File: src/rtl/layer_if.sv
// Control, configuration and memory-port bundle between a layer controller and layer_engine.
interface layer_if #(
   parameter int unsigned DATA_W = 8,
   parameter int unsigned ADDR_W = 8
);
   logic              start;
   logic [ADDR_W-1:0] n_in;
   logic [ADDR_W-1:0] n_out;
   logic              relu_en;
   logic [ADDR_W-1:0] in_base;
   logic [ADDR_W-1:0] w_base;
   logic [ADDR_W-1:0] out_base;
   logic [ADDR_W-1:0] neuro_rd_addr;
   logic [DATA_W-1:0] neuro_rd_data;
   logic [ADDR_W-1:0] w_rd_addr;
   logic [DATA_W-1:0] w_rd_data;
   logic              neuro_wr_en;
   logic [ADDR_W-1:0] neuro_wr_addr;
   logic [DATA_W-1:0] neuro_wr_data;
   logic              busy;
   logic              done;

   modport master (
      output start, n_in, n_out, relu_en, in_base, w_base, out_base,
      output neuro_rd_data, w_rd_data,
      input  neuro_rd_addr, w_rd_addr, neuro_wr_en, neuro_wr_addr, neuro_wr_data,
      input  busy, done
   );

   modport slave (
      input  start, n_in, n_out, relu_en, in_base, w_base, out_base,
      input  neuro_rd_data, w_rd_data,
      output neuro_rd_addr, w_rd_addr, neuro_wr_en, neuro_wr_addr, neuro_wr_data,
      output busy, done
   );
endinterface

File: src/rtl/layer_engine.sv
// Fully-connected layer sequencer: walks each output neuron, accumulates weight x input
// products from external synchronous memories, then writes back ReLU/saturated results.
module layer_engine #(
   parameter int unsigned DATA_W    = 8,
   parameter int unsigned ADDR_W    = 8,
   parameter int unsigned ACC_W     = 24,
   parameter int unsigned FRAC_BITS = 4
) (
   input logic    clk,
   input logic    reset,
   layer_if.slave bus
);
   localparam int unsigned PROD_W = 2 * DATA_W;
   localparam logic signed [ACC_W-1:0] SAT_MAX = ACC_W'((2 ** (DATA_W - 1)) - 1);
   localparam logic signed [ACC_W-1:0] SAT_MIN = ~SAT_MAX;
   localparam logic [ADDR_W-1:0]       ONE     = ADDR_W'(1);

   typedef enum logic [2:0] {
      S_IDLE,
      S_RUN,
      S_DRAIN,
      S_WRITE,
      S_DONE
   } state_e;

   state_e state_q, state_d;

   logic [ADDR_W-1:0] n_in_q, n_in_d;
   logic [ADDR_W-1:0] n_out_q, n_out_d;
   logic [ADDR_W-1:0] in_base_q, in_base_d;
   logic              relu_q, relu_d;
   logic [ADDR_W-1:0] i_q, i_d;
   logic [ADDR_W-1:0] j_q, j_d;
   logic              vld_q, vld_d;
   logic signed [ACC_W-1:0] acc_q, acc_d;

   logic [ADDR_W-1:0] rd_addr_q, rd_addr_d;
   logic [ADDR_W-1:0] w_addr_q, w_addr_d;
   logic [ADDR_W-1:0] wr_addr_q, wr_addr_d;
   logic [DATA_W-1:0] wr_data_q, wr_data_d;
   logic              wr_en_q, wr_en_d;
   logic              busy_q, busy_d;
   logic              done_q, done_d;

   logic signed [PROD_W-1:0] prod_c;
   logic signed [ACC_W-1:0]  prod_ext_c;

   assign prod_c     = $signed(bus.neuro_rd_data) * $signed(bus.w_rd_data);
   assign prod_ext_c = ACC_W'(prod_c);

   // Requantise: floor shift out the fraction, optional ReLU, clamp to the data range.
   function automatic logic [DATA_W-1:0] post_op(input logic signed [ACC_W-1:0] acc,
                                                 input logic relu);
      logic signed [ACC_W-1:0] sh;
      sh = acc >>> FRAC_BITS;
      if (relu && sh[ACC_W-1]) sh = '0;
      if (sh > SAT_MAX)      sh = SAT_MAX;
      else if (sh < SAT_MIN) sh = SAT_MIN;
      return DATA_W'(sh);
   endfunction

   always_ff @(posedge clk or posedge reset) begin
      if (reset) state_q <= S_IDLE;
      else       state_q <= state_d;
   end

   always_comb begin
      state_d   = state_q;
      n_in_d    = n_in_q;
      n_out_d   = n_out_q;
      in_base_d = in_base_q;
      relu_d    = relu_q;
      i_d       = i_q;
      j_d       = j_q;
      rd_addr_d = rd_addr_q;
      w_addr_d  = w_addr_q;
      wr_addr_d = wr_addr_q;
      vld_d     = (state_q == S_RUN);
      acc_d     = vld_q ? (acc_q + prod_ext_c) : acc_q;

      case (state_q)
         S_IDLE: begin
            if (bus.start) begin
               n_in_d    = bus.n_in;
               n_out_d   = bus.n_out;
               in_base_d = bus.in_base;
               relu_d    = bus.relu_en;
               i_d       = '0;
               j_d       = '0;
               acc_d     = '0;
               rd_addr_d = bus.in_base;
               w_addr_d  = bus.w_base;
               wr_addr_d = bus.out_base;
               if (bus.n_out == '0)     state_d = S_DONE;
               else if (bus.n_in == '0) state_d = S_WRITE;
               else                     state_d = S_RUN;
            end
         end
         S_RUN: begin
            // Weight pointer runs on across neurons, giving row-major order without a multiplier.
            rd_addr_d = rd_addr_q + ONE;
            w_addr_d  = w_addr_q + ONE;
            if (i_q == n_in_q - ONE) state_d = S_DRAIN;
            else                     i_d     = i_q + ONE;
         end
         S_DRAIN: state_d = S_WRITE;
         S_WRITE: begin
            acc_d     = '0;
            i_d       = '0;
            rd_addr_d = in_base_q;
            wr_addr_d = wr_addr_q + ONE;
            if (j_q == n_out_q - ONE) begin
               state_d = S_DONE;
            end else begin
               j_d     = j_q + ONE;
               state_d = (n_in_q == '0) ? S_WRITE : S_RUN;
            end
         end
         S_DONE:  state_d = S_IDLE;
         default: state_d = S_IDLE;
      endcase

      busy_d    = (state_d == S_RUN) || (state_d == S_DRAIN) || (state_d == S_WRITE);
      done_d    = (state_d == S_DONE);
      wr_en_d   = (state_d == S_WRITE);
      wr_data_d = wr_en_d ? post_op(acc_d, relu_d) : '0;
   end

   always_ff @(posedge clk or posedge reset) begin
      if (reset) begin
         n_in_q    <= '0;
         n_out_q   <= '0;
         in_base_q <= '0;
         relu_q    <= 1'b0;
         i_q       <= '0;
         j_q       <= '0;
         vld_q     <= 1'b0;
         acc_q     <= '0;
         rd_addr_q <= '0;
         w_addr_q  <= '0;
         wr_addr_q <= '0;
         wr_data_q <= '0;
         wr_en_q   <= 1'b0;
         busy_q    <= 1'b0;
         done_q    <= 1'b0;
      end else begin
         n_in_q    <= n_in_d;
         n_out_q   <= n_out_d;
         in_base_q <= in_base_d;
         relu_q    <= relu_d;
         i_q       <= i_d;
         j_q       <= j_d;
         vld_q     <= vld_d;
         acc_q     <= acc_d;
         rd_addr_q <= rd_addr_d;
         w_addr_q  <= w_addr_d;
         wr_addr_q <= wr_addr_d;
         wr_data_q <= wr_data_d;
         wr_en_q   <= wr_en_d;
         busy_q    <= busy_d;
         done_q    <= done_d;
      end
   end

   assign bus.neuro_rd_addr = rd_addr_q;
   assign bus.w_rd_addr     = w_addr_q;
   assign bus.neuro_wr_en   = wr_en_q;
   assign bus.neuro_wr_addr = wr_addr_q;
   assign bus.neuro_wr_data = wr_data_q;
   assign bus.busy          = busy_q;
   assign bus.done          = done_q;
endmodule

File: src/flat_wrapper.sv
// flat-port wrapper written by rule: the top's interface ports become plain ports
module layer_engine_flat 
#(
   parameter int unsigned DATA_W    = 8,
   parameter int unsigned ADDR_W    = 8,
   parameter int unsigned ACC_W     = 24,
   parameter int unsigned FRAC_BITS = 4
)
  (clk, reset, bus_start, bus_n_in, bus_n_out, bus_relu_en, bus_in_base, bus_w_base, bus_out_base, bus_neuro_rd_data, bus_w_rd_data, bus_neuro_rd_addr, bus_w_rd_addr, bus_neuro_wr_en, bus_neuro_wr_addr, bus_neuro_wr_data, bus_busy, bus_done);
  layer_if #(.DATA_W(DATA_W), .ADDR_W(ADDR_W)) bus_i ();
  input logic clk;
  input logic reset;
  input wire logic [$bits(bus_i.start)-1:0] bus_start;
  input wire logic [$bits(bus_i.n_in)-1:0] bus_n_in;
  input wire logic [$bits(bus_i.n_out)-1:0] bus_n_out;
  input wire logic [$bits(bus_i.relu_en)-1:0] bus_relu_en;
  input wire logic [$bits(bus_i.in_base)-1:0] bus_in_base;
  input wire logic [$bits(bus_i.w_base)-1:0] bus_w_base;
  input wire logic [$bits(bus_i.out_base)-1:0] bus_out_base;
  input wire logic [$bits(bus_i.neuro_rd_data)-1:0] bus_neuro_rd_data;
  input wire logic [$bits(bus_i.w_rd_data)-1:0] bus_w_rd_data;
  output wire logic [$bits(bus_i.neuro_rd_addr)-1:0] bus_neuro_rd_addr;
  output wire logic [$bits(bus_i.w_rd_addr)-1:0] bus_w_rd_addr;
  output wire logic [$bits(bus_i.neuro_wr_en)-1:0] bus_neuro_wr_en;
  output wire logic [$bits(bus_i.neuro_wr_addr)-1:0] bus_neuro_wr_addr;
  output wire logic [$bits(bus_i.neuro_wr_data)-1:0] bus_neuro_wr_data;
  output wire logic [$bits(bus_i.busy)-1:0] bus_busy;
  output wire logic [$bits(bus_i.done)-1:0] bus_done;
  assign bus_i.start = bus_start;
  assign bus_i.n_in = bus_n_in;
  assign bus_i.n_out = bus_n_out;
  assign bus_i.relu_en = bus_relu_en;
  assign bus_i.in_base = bus_in_base;
  assign bus_i.w_base = bus_w_base;
  assign bus_i.out_base = bus_out_base;
  assign bus_i.neuro_rd_data = bus_neuro_rd_data;
  assign bus_i.w_rd_data = bus_w_rd_data;
  assign bus_neuro_rd_addr = bus_i.neuro_rd_addr;
  assign bus_w_rd_addr = bus_i.w_rd_addr;
  assign bus_neuro_wr_en = bus_i.neuro_wr_en;
  assign bus_neuro_wr_addr = bus_i.neuro_wr_addr;
  assign bus_neuro_wr_data = bus_i.neuro_wr_data;
  assign bus_busy = bus_i.busy;
  assign bus_done = bus_i.done;
  layer_engine #(.DATA_W(DATA_W), .ADDR_W(ADDR_W), .ACC_W(ACC_W), .FRAC_BITS(FRAC_BITS)) u_core (.clk(clk), .reset(reset), .bus(bus_i));
endmodule
File: config.mk
export PLATFORM = sky130hd
export DESIGN_NAME = layer_engine_flat
export DESIGN_NICKNAME = d
export VERILOG_FILES = /design/src/rtl/layer_if.sv /design/src/rtl/layer_engine.sv /design/src/flat_wrapper.sv
export SDC_FILE = /design/constraint.sdc
export NUM_CORES = 1
export LEC_CHECK = 0
export CAP_MARGIN = 20
export CORE_ASPECT_RATIO = 0.75
export CORE_MARGIN = 2
export CORE_UTILIZATION = 35
export DETAILED_ROUTE_END_ITERATION = 8
export GPL_TIMING_DRIVEN = 0
export SLEW_MARGIN = 25
export SYNTH_ARGS = -nofsm -noshare
export SYNTH_HDL_FRONTEND = slang
export SYNTH_SLANG_ARGS = --single-unit
File: constraint.sdc
create_clock -name clk -period 6.6 [get_ports clk]
set_clock_uncertainty 0.1 [all_clocks]
set_input_delay 1.32 -clock clk [delete_from_list [all_inputs] [get_ports clk]]
set_output_delay 1.32 -clock clk [all_outputs]
set_load 0.005 [all_outputs]
-- Word level (Yosys, flattened, before mapping)
Index checks and enable logic that the tools add are counted.
- multiply operators: 1
- order comparisons: 2
- equality and inequality tests: 12
- multiplexer cells: 27
- $add $sub $neg: 8
- reductions and logical operators: 16
- operators with widths (kind ; number):
    two-way mux 24 bit ; 3
    two-way mux 8 bit ; 9
    one-hot mux 24 bit (2 select lines) ; 1
    one-hot mux 8 bit (2 select lines) ; 3
    one-hot mux 8 bit (3 select lines) ; 2
    adder 8 x 1 -> 8 bit (second input constant) ; 5
    adder 24 x 16 -> 24 bit ; 1
    > comparator 24 x 8 -> 1 bit (second input constant) ; 1
    logical NOT 8 bit ; 3
    < comparator 24 x 8 -> 1 bit (second input constant) ; 1
    == test 8 bit ; 2
    multiplier 8 x 8 -> 16 bit ; 1
    subtractor 8 x 1 -> 8 bit (second input constant) ; 2
    == test 3 x 2 -> 1 bit (second input constant) ; 4
    two-way mux 3 bit ; 4
    one-hot mux 3 bit (4 select lines) ; 1
    AND reduction 2 bit ; 4
    == test 3 x 1 -> 1 bit (second input constant) ; 2
    inequality test 2 bit (second input constant) ; 3
    AND reduction 3 bit ; 2
    two-way mux 2 bit ; 2
    nonzero test 2 bit ; 2
    == test 3 bit (second input constant) ; 1
    logical NOT 3 bit ; 1
    other kinds (4) ; 6
- word-level logic and storage cells: 82
- register bits after elaboration: 104
- bits of input ports: 60
- output and inout port bits: 35

-- Depth between registers and ports, before layout
- depth after elaboration: 11
- depth in mapped cells: 23

-- Least setup slack after synthesis
OpenSTA, ideal clock, no wires.
- path type: input port to flip-flop
- start point: in bus_w_rd_data[1]
- end point: reg u_core.wr_data_q[2] (netlist: u_core.bus.neuro_wr_data[2])
- arrival: 6.980 ns
- library setup time: 0.087 ns
- data required time: 6.413 ns
- stages: 18
- path slack: -0.568 ns
- cell sequence: clkbuf_1 -> and2_1 -> fa_1 -> fa_1 -> fa_1 -> fa_1 -> ha_1 -> ha_1 -> a21o_1 -> a21oi_2 -> nand4_2 -> a2111oi_4 -> o211ai_1 -> nand3_2 -> nand3_1 -> or4_1 -> buf_2 -> a22oi_1
- elaborated cells on any way between the ends: 12
- those cells by class: add/sub: 1; mul: 1; order compare: 2; mux: 7; reduce/logical: 1
- RTL lines (item ; RTL line ; text):
    start, declared ; flat_wrapper.sv:21 ; input wire logic [$bits(bus_i.w_rd_data)-1:0] bus_w_rd_data;
    multiplier 8 x 8 -> 16 bit * ; layer_engine.sv:48 ; assign prod_c = $signed(bus.neuro_rd_data) * $signed(bus.w_rd_data);
    adder 24 x 16 -> 24 bit * ; layer_engine.sv:79 ; acc_d = vld_q ? (acc_q + prod_ext_c) : acc_q;
    two-way mux 24 bit * ; layer_engine.sv:79 ;
    two-way mux 24 bit ; layer_engine.sv:83 ; if (bus.start) begin
    one-hot mux 24 bit (2 select lines) * ; layer_engine.sv:81 ; case (state_q)
    named net u_core.acc_d[20] ; layer_engine.sv:35 ; logic signed [ACC_W-1:0] acc_q, acc_d;
    two-way mux 24 bit * ; layer_engine.sv:56 ; if (relu && sh[ACC_W-1]) sh = '0;
    < comparator 24 x 8 -> 1 bit ; layer_engine.sv:58 ; else if (sh < SAT_MIN) sh = SAT_MIN;
    two-way mux 8 bit ; layer_engine.sv:58 ;
    two-way mux 8 bit * ; layer_engine.sv:57 ; if (sh > SAT_MAX) sh = SAT_MAX;
    two-way mux 8 bit * ; layer_engine.sv:126 ; wr_data_d = wr_en_d ? post_op(acc_d, relu_d) : '0;
    named net u_core.wr_data_d[2] ; layer_engine.sv:40 ; logic [DATA_W-1:0] wr_data_q, wr_data_d;
    end signal, assigned ; layer_engine.sv:158 ; wr_data_q <= wr_data_d;
    end, declared ; layer_engine.sv:40 ;
The timed path passes the listed nets; every way through them passes the cells marked *.
A chain may end at the register's enable or synchronous reset.

-- Worst setup path in the final report
- start point: in bus_w_rd_data[0]
- end point: reg u_core.wr_data_q[5] (netlist: u_core.bus.neuro_wr_data[5])
The elaborated chain is that of the path after synthesis.

==> out/metrics.yaml <==
timing:
  final-max-slew-violation-count: 0
  finalCritPeriodShare: 0.995
  hold_viol_final: 0
  slew_headroom: 0.385
  tightest_slew_ps: 921
  fmax_ghz: 0.152
  rsz0062_at_grt: "yes"
  period_needed_ps: 6570
  finalSetupViolCount: 0
  worst_slack_ps: 35.0
placed_design:
  post-dp-hpwl_mm: 19.2
  port_buffers: 93
  dpl.cell_count: 1473
  routabilityCongestion: 0.847
  pre_cts_slack_ps: -1570
synthesis:
  synth.area.mux_share: 0.0114
  synth_area_leaders: "dfrtp_1 (27%), fa_1 (22%), ha_1 (8.0%), nand2_1 (5.9%), inv_1 (5.1%)"
  netlist.area_leader.share: 0.269
  synth.avg_cell_area_sq_um: 9.41
  yosys.area_share.adder: 0.295
  synth_compound_area_frac: 0.125
  synth_cells: 1028
  synth_xor_area_frac: 0.0480
  yosys_warnings: 0
  yosys_register_bits: 104
  synth_edf_count: 0
  synth_top_cell_by_area: "dfrtp_1"
  synthDistinctLibCells: 84
  synth_top_family_by_area: "adder cells"
  syn_nets: 1254
  synthSimpleGateAreaFrac: 0.184
  ys.flop_type: "dfrtp_1"
  synth_area_sq_um: 9670
  synthArstFlopShare: 1.00
  synth.yosys.seq_area_share: 0.269
route:
  route.detailed.vias_per_inst: 5.10
  drt-wirelength-per-cell_um: 16.2
  vias: 7721
  final_antenna_net_count: 0
  first_pass_iters: 5
  drc: 0
  totalWireLength_mm: 24.6
  initialDrtViolationCount: 492
final_layout:
  post-route-util: 0.446
  multi_input_area_sq_um: 6860
  seq_area_sq_um: 2600
  antenna_cells: 0
  mostFrequentLayoutCell: "nand2_1"
  syn_to_final_growth_pct: 24.9
  final_cell_mix: "nand2_1 (148), inv_1 (123), dfrtp_1 (104), fa_1 (101), clkdlybuf4s50_1 (78)"
  drive_gt1_frac: 0.139
  fin_nets: 1384
  fill_cells: 2626
  instances_no_fill: 1513
worst_setup_path:
  ff2ff_setup_slack_ps: 820
  crit_path_start: "bus_w_rd_data[0]"
  start_kind: "input pin"
  endpoint: "u_core.bus.neuro_wr_data[5]"
  cp.required_ps: 6770
  critPathBufInv: 6
  worstPathArrival_ps: 6730
  slowest_stage: "fa_1"
  worstSetupPathType: "input pin to register"
  rr_worst_depth: 19
  path_depth: 21
  cp_common_cell: "fa_1"
  path_max_fanout: 8
  r2r-end: "u_core.bus.neuro_wr_data[5]"
  r2r-start: "u_core.acc_q[6]"
  max_stage_delay_ps: 550
  crit_family: "adder cells"
  critPathCaptureType: "register"
  crit_chain: "buf_12 -> and2_4 -> inv_2 -> fa_1 -> inv_1 -> fa_1 -> fa_1 -> fa_1 -> inv_1 -> fa_1 -> inv_2 -> ha_4 -> buf_4 -> o2111ai_4 -> a2111o_1 -> a31oi_4 -> nand4_1 -> nor3_2 -> nand4_1 -> or4_4 -> a22oi_2"
worst_hold_path:
  hold_path.class: "register to register"
grt:
  overflow: 0
  grtUsageTotal: 0.174
  grt_pass1_vias: 7571
  grt_start_max_net_pins: 73
  grt_pass1_wl_mm: 40.2
  antenna_found_initial: 0
clocking:
  holdBufCountCts: 0
  insertion_delay_ps: 360
  clock_sinks: 104
  ctsHtreeMaxLevel: 3
  tritoncts: "done"
  clockBufferDepth: 2
  numCtsBuffers: 9
  cts_root_buffer: "clkbuf_16"
  clk_pin_slew_ps: 70
floorplanning:
  dieArea_sq_um: 29000
  fp.dieW_um: 196
  row_count: 52
  die_h_um: 148
  start_util: 0.357
  core_sq_um: 27100
  io_pins: 95
job:
  maxCapViolCount: 0
run_status:
  status: "finished clean"
-- through the flow --
step / instance area [sq um] / hold WS [ps] / TNS (ps)
final: 12100 / 378 / 0
after global routing: 12100 / 404 / -1060
after CTS: 11800 / 381 / 0
after detailed placement: 11200 / 365 / -15480
after global placement: 11200 / 360 / -14570
after floorplan: 9810 / 346 / 0
-- repair_timing --
action | in CTS | in global routing
endpoints found under the setup margin | 11 | 8
resized for setup | 122 | 44
buffers inserted | 15 | 12
pin swaps | 35 | 40
-- synth_stat cells, types with 4 or more instances --
library cell,n
nor4_1,5
o21ai_0,28
nand2b_1,6
and2_1,35
clkbuf_1,24
and3b_1,4
dfrtp_1,104
nor3_1,10
or3_1,4
nor2b_1,6
xnor2_1,32
nor2_1,68
a31oi_1,16
and3_1,11
a21oi_1,28
inv_1,131
xor2_1,21
fa_1,104
o21ai_1,6
o211ai_1,6
a22oi_1,9
a21o_1,7
nand2_1,151
mux2i_1,11
nand3_1,25
nand4_1,13
nor3b_1,5
ha_1,62
buf_2,4
a211oi_1,8
a221o_1,5
-- logic make-up (layout without fill, tap and decap cells) --
logic type / after synthesis / count (layout)
buffers and inverters: 166 / 300
and+or+nand+nor: 365 / 365
DFF: 104 / 104
xor gates and xnor gates: 53 / 53
muxes: 11 / 11
AOI/OAI and AO/OA: 163 / 163
adders and majority gates: 166 / 166
-- worst min-delay path, delay by kind of cell (launching register included) --
kind / cells / cell delay, ps
flops: 1 / 340
simple gates: 2 / 100
-- state kept, by name, summed over array words and instances (netlist names) --
signal / cells
u_core.bus.busy: 1
u_core.bus.done: 1
u_core.acc_q: 24
u_core.relu_q: 1
u_core.bus.neuro_rd_addr: 8
u_core.n_in_q: 8
u_core.state_q: 3
u_core.bus.neuro_wr_en: 1
u_core.vld_q: 1
u_core.in_base_q: 8
u_core.bus.neuro_wr_addr: 8
u_core.bus.w_rd_addr: 8
u_core.i_q: 8
u_core.j_q: 8
u_core.n_out_q: 8
u_core.bus.neuro_wr_data: 8
-- how the worst min path moves through the flow --
stage	start	end	slack [ps]	cells after the start
2_1_floorplan	u_core.in_base_q[6]	u_core.in_base_q[6]	350	2
3_3_place_gp	u_core.in_base_q[5]	u_core.in_base_q[5]	360	2
3_5_place_dp	u_core.in_base_q[2]	u_core.in_base_q[2]	360	2
4_1_cts	u_core.in_base_q[2]	u_core.in_base_q[2]	380	2
5_1_grt	u_core.in_base_q[7]	u_core.in_base_q[7]	400	2
6_report	u_core.in_base_q[2]	u_core.in_base_q[2]	380	2
-- area by class of cell --
type                       instances  area share
multi-input combinational        758       0.568
sequential                       104       0.215
timing repair buffer             121      0.0981
inverter                         133      0.0431
tap                              351      0.0363
clock buffer                      10      0.0190
buffer                            31      0.0133
clock inverter                     5     0.00683
-- layer usage --
layer / global-route usage / part of all wire
met5: 0 / 0
met4: 0.0250 / 0.0059
met3: 0.0287 / 0.042
met2: 0.256 / 0.43
met1: 0.273 / 0.52
Power is left out: the tool's default activity adds up to more than one toggle a clock period on the data nets, which glitch-free logic cannot reach.
